==> config.mk <==
export PLATFORM = sky130hd
export DESIGN_NAME = kl8e_tty
export DESIGN_NICKNAME = d
export VERILOG_FILES = /design/src/rtl/kl8e_tty.sv
export SDC_FILE = /design/constraint.sdc
export NUM_CORES = 1
export LEC_CHECK = 0
export ABC_AREA = 0
export BUFFER_PORTS_ARGS = -buffer_cell sky130_fd_sc_hd__buf_4
export CORE_MARGIN = 4
export CORE_UTILIZATION = 50
export CTS_BUF_LIST = sky130_fd_sc_hd__clkbuf_2
export DETAILED_ROUTE_END_ITERATION = 12
export GPL_TIMING_DRIVEN = 0
export PLACE_DENSITY = 0.81
export SYNTH_ARGS = -nofsm -noshare
export SYNTH_HDL_FRONTEND = slang
export SYNTH_SLANG_ARGS = --single-unit
==> constraint.sdc <==
create_clock -name SYSCLK -period 1.3 [get_ports SYSCLK]
set_clock_uncertainty 0.05 [all_clocks]
set_input_delay 0.26 -clock SYSCLK [delete_from_list [all_inputs] [get_ports SYSCLK]]
set_output_delay 0.26 -clock SYSCLK [all_outputs]
set_load 0.01 [all_outputs]
==> src/rtl/kl8e_tty.sv <==
// KL8E-style console terminal: keyboard receive buffer, teleprinter
// transmit buffer and IOT decode for a PDP-8 CPU.
module kl8e_tty #(
    parameter logic [5:0] KBD_DEV = 6'o03,
    parameter logic [5:0] TTO_DEV = 6'o04
) (
    input  logic        SYSCLK,
    input  logic        RESET,
    input  logic        iotStb,
    input  logic [11:0] iotInstr,
    input  logic [11:0] acIn,
    output logic [11:0] acOut,
    output logic        acWrite,
    output logic        skip,
    output logic        iotDone,
    output logic        irq,
    output logic [7:0]  txData,
    output logic        txStb,
    input  logic        txRdy,
    input  logic [7:0]  rxData,
    input  logic        rxRdy,
    output logic        rxAck
);

    typedef enum logic [1:0] {IDLE, WAIT, BUSY} ttoState_t;

    ttoState_t  state, stateNext;
    logic [7:0] kbdBuf, ttoBuf;
    logic       kbdFlag, ttoFlag, ie, again, againNext, fresh;
    logic       isIot, kbdSel, ttoSel, capture, print, ttoDone;
    logic [2:0] fn;
    logic       kcf, ksf, kcc, krs, kie, krb;
    logic       tfl, tsf, tcf, tpc, tsk, tls;

    assign isIot  = iotStb & (iotInstr[11:9] == 3'o6);
    assign kbdSel = isIot & (iotInstr[8:3] == KBD_DEV);
    assign ttoSel = isIot & (iotInstr[8:3] == TTO_DEV);
    assign fn     = iotInstr[2:0];

    assign kcf = kbdSel & (fn == 3'd0);
    assign ksf = kbdSel & (fn == 3'd1);
    assign kcc = kbdSel & (fn == 3'd2);
    assign krs = kbdSel & (fn == 3'd4);
    assign kie = kbdSel & (fn == 3'd5);
    assign krb = kbdSel & (fn == 3'd6);
    assign tfl = ttoSel & (fn == 3'd0);
    assign tsf = ttoSel & (fn == 3'd1);
    assign tcf = ttoSel & (fn == 3'd2);
    assign tpc = ttoSel & (fn == 3'd4);
    assign tsk = ttoSel & (fn == 3'd5);
    assign tls = ttoSel & (fn == 3'd6);

    assign capture = rxRdy & ~rxAck;
    assign print   = tpc | tls;
    assign irq     = ie & (kbdFlag | ttoFlag);
    assign txData  = ttoBuf;

    // A print landing while a byte is leaving is held in again and resent
    always_comb begin
        stateNext = state;
        againNext = again;
        txStb     = 1'b0;
        ttoDone   = 1'b0;
        case (state)
            IDLE: begin
                if (print) stateNext = WAIT;
            end
            WAIT: begin
                if (txRdy) begin
                    txStb     = 1'b1;
                    againNext = print;
                    stateNext = BUSY;
                end
            end
            BUSY: begin
                if (!fresh && txRdy) begin
                    againNext = 1'b0;
                    if (again || print) begin
                        stateNext = WAIT;
                    end else begin
                        ttoDone   = 1'b1;
                        stateNext = IDLE;
                    end
                end else if (print) begin
                    againNext = 1'b1;
                end
            end
            default: stateNext = IDLE;
        endcase
    end

    always_ff @(posedge SYSCLK or posedge RESET) begin
        if (RESET) begin
            state   <= IDLE;
            again   <= 1'b0;
            fresh   <= 1'b0;
            kbdBuf  <= 8'd0;
            kbdFlag <= 1'b0;
            ttoBuf  <= 8'd0;
            ttoFlag <= 1'b0;
            ie      <= 1'b1;
            rxAck   <= 1'b0;
            iotDone <= 1'b0;
            skip    <= 1'b0;
            acWrite <= 1'b0;
            acOut   <= 12'd0;
        end else begin
            state <= stateNext;
            again <= againNext;
            fresh <= txStb;
            rxAck <= capture;
            if (print) ttoBuf <= acIn[7:0];
            if (capture) kbdBuf <= rxData;
            if (capture) kbdFlag <= 1'b1;
            else if (kcf | kcc | krb) kbdFlag <= 1'b0;
            if (ttoDone | tfl) ttoFlag <= 1'b1;
            else if (tcf | tls) ttoFlag <= 1'b0;
            if (kie) ie <= acIn[0];
            iotDone <= kbdSel | ttoSel;
            skip    <= (ksf & kbdFlag) | (tsf & ttoFlag)
                     | (tsk & (ttoFlag | kbdFlag));
            acWrite <= kcc | krs | krb;
            if (krs) acOut <= acIn | {4'd0, kbdBuf};
            else if (krb) acOut <= {4'd0, kbdBuf};
            else acOut <= 12'd0;
        end
    end

endmodule

==> results.py <==
metrics = {
    "sta": {
        "setup_viol": 4,
        "fin_crit_ns": 1.51,
        "hold_slack_ns": 0.0403,
        "worst_slew_pin_slew_ns": 0.791,
        "max_slew_margin_pct": 47.2,
        "rsz0062_at_grt": "true",
        "fmax_mhz": 663,
        "fin_crit_sh_pct": 116,
        "drv_slew": 0,
        "timing.final.ws_setup_ns": -0.208,
        "hold_viol_final": 0,
    },
    "floorplan": {
        "die_area_mm2": 0.00431,
        "io_pins": 63,
        "die_w_um": 65.6,
        "core_region_area_mm2": 0.00310,
        "start_util_pct": 53.5,
        "row_count": 20,
        "die_h_um": 65.6,
    },
    "synth": {
        "ys_top_cells_by_count": "38 x dfrtp_1, 11 x mux2_1, 11 x nor2_1",
        "yosysWarnings": 0,
        "synth_area_leaders": "dfrtp_1 57%, mux2_1 7.5%, mux2_2 4.1%",
        "syn_area_mm2": 0.00166,
        "synth_top_area_share_pct": 57.3,
        "syn_area_per_cell_um2": 12.9,
        "ys_types": 42,
        "yosys.area.top_type": "dfrtp_1",
        "synth_edf_count": 0,
        "synthArstFlopShare_pct": 100,
        "ys_seq_area_share_pct": 58.9,
        "synth-seq-cells": 39,
        "syn_inst": 129,
        "synthFlopType": "dfrtp_1",
        "synthesis.nets": 166,
        "synth_most_common_cell": "dfrtp_1",
    },
    "hold_path": {
        "hp-class": "in -> reg",
    },
    "power_and_ir_drop": {
        "leakage_nw": 1.23,
        "total_power_w": 0.00207,
        "cellPowerDensity_mw_per_mm2": 838,
        "irDropWorstVdd_v": 0.000706,
    },
    "routing": {
        "dr.pass1.iters": 4,
        "postRouteAntennaNets": 0,
        "drt_iter0_drc": 48,
        "route.final.wire_length_um": 4300,
        "routedWlPerCell_um": 16.7,
        "post_drt_via_cell_ratio": 5.20,
        "drc": 0,
        "vias": 1341,
    },
    "place": {
        "portBuffers": 61,
        "dpl.cell_count": 234,
        "hpwl_um": 2880,
        "gp_congestion": 0.745,
        "place_area_mm2": 0.00218,
        "pre_cts_ws_ns": -0.412,
    },
    "global_routing": {
        "grt_max_degree": 40,
        "antenna_found_initial": 0,
        "grt_overflow": 0,
        "grt_first_pass_wirelength_um": 6380,
        "first_global_vias": 1319,
        "grt_usage_pct": 20.0,
    },
    "clock_tree": {
        "htreeDepth": 2,
        "root_buffer": "clkbuf_2",
        "cts_made_buffers": 5,
        "clk_latency_ns": 0.38,
        "cts_tree": "built",
        "clkTransAtPathRegs_ns": 0.19,
        "clockBufferDepth": 2,
        "cts_sinks": 39,
    },
    "outcome": {
        "status": "finished with violations",
        "violations": "negative setup slack",
    },
    "final_layout": {
        "syn_to_final_growth_pct": 48.5,
        "finalInstanceArea_mm2": 0.00246,
        "nets": 250,
        "fin_cells": 258,
        "antenna_cells": 0,
        "final_layout_size_suffix_gt1_share_pct": 46.3,
    },
    "flow_run": {
        "maxCapViolations": 0,
    },
    "setup_path": {
        "crit_arrival_ns": 1.20,
        "start_kind": "flip-flop",
        "endpoint_kind": "primary output",
        "critPathBufInv": 2,
        "crit_chain": "nand3b_1 > inv_2 > buf_6",
        "cp.required_ns": 0.99,
        "slowest_stage": "dfrtp_1",
        "crit_family": "flip-flops",
        "critPathMaxFanout": 2,
        "cp_slowest_stage_delay_ns": 0.42,
        "crit_type": "reg -> out",
    },
}
-- cells in the final DEF (no fill, tap or decap), types with 2 or more instances in the layout --
master,count
nand2_1,5
nor4bb_1,2
nor3b_2,2
dfrtp_1,38
mux2_2,6
nand3b_1,3
clkbuf_2,6
nor3b_1,3
nand4_1,2
clkinv_1,2
inv_2,3
buf_6,21
mux2_1,11
a21oi_1,9
nor2b_1,2
buf_4,48
inv_1,2
nor2_1,11
dlygate4sd3_1,9
-- timing repair --
action | 4_1_cts | 5_1_grt
setup buffers | 3 | 4
endpoints found under the setup margin | 2 | 34
resized for setup | 3 | 26
endpoints found under the hold margin | 1 | 49
hold buffers | 1 | 8
pin swaps | 0 | 2
-- cell type report --
| class | count | area (um^2) |
|---|---|---|
| Clock buffer | 6 | 30.0 |
| Buffer | 3 | 26.3 |
| Fill cell | 195 | 638 |
| Tap cell | 44 | 55.1 |
| Timing Repair Buffer | 77 | 679 |
| Inverter | 5 | 18.8 |
| Sequential cell | 39 | 977 |
| Multi-Input combinational cell | 82 | 671 |
| Clock inverter | 2 | 7.51 |
-- kinds of logic after synthesis --
kind of cell,Yosys count,share of synthesized area [%]
flip-flops,39,58.9
multiplexers,18,12.1
AND/OR/NAND/NOR,44,19.6
buffers and inverters,8,1.96
AO/OA/AOI/OAI,20,7.46
-- per-layer routing --
layer  GRT usage (%)  routed length, um  vias up
li1                -                  -      635
met1            23.8               1610      650
met5               0                  0        -
met2            34.5               2340       52
met3            6.84                306        4
met4            4.66                 37        0
-- registers in the layout (all words and copies together), names as in the netlist --
signal and flops:
fresh 1, again 1, acOut 12, ie 1, ttoFlag 1, kbdBuf 8, skip 1, txData 8
iotDone 1, acWrite 1, state 2, rxAck 1, kbdFlag 1
-- power by group --
| group | internal (W) | total, W | switching (W) |
|---|---|---|---|
| clock network | 0.000130 | 0.000503 | 0.000373 |
| logic | 0.000159 | 0.000283 | 0.000124 |
| registers | 0.00126 | 0.00128 | 0.0000232 |
-- path summary, 6_finish.rpt --
check	start	end	slack, ns	depth (start not counted)
worst max-delay path	state[1]	txStb	-0.21	3
worst min-delay path	rxData[2]	kbdBuf[2]	0.04	2
worst max register to register	state[1]	ttoFlag	-0.11	5
worst min register to register	kbdBuf[0]	acOut[0]	0.46	2
max in group asynchronous	RESET	again	0.18	3
min in group asynchronous	RESET	acOut[8]	0.52	3
-- through the flow --
stage | utilization, % | TNS [ns]
CTS | 72.9 | -0.428
global route | 79.4 | -1.06
floorplan | - | 0
finish | 79.4 | -0.495
detailed placement | 70.4 | -19.66
global placement | 70.4 | -15.67
Note: power is estimated with default switching activity, not from simulation.
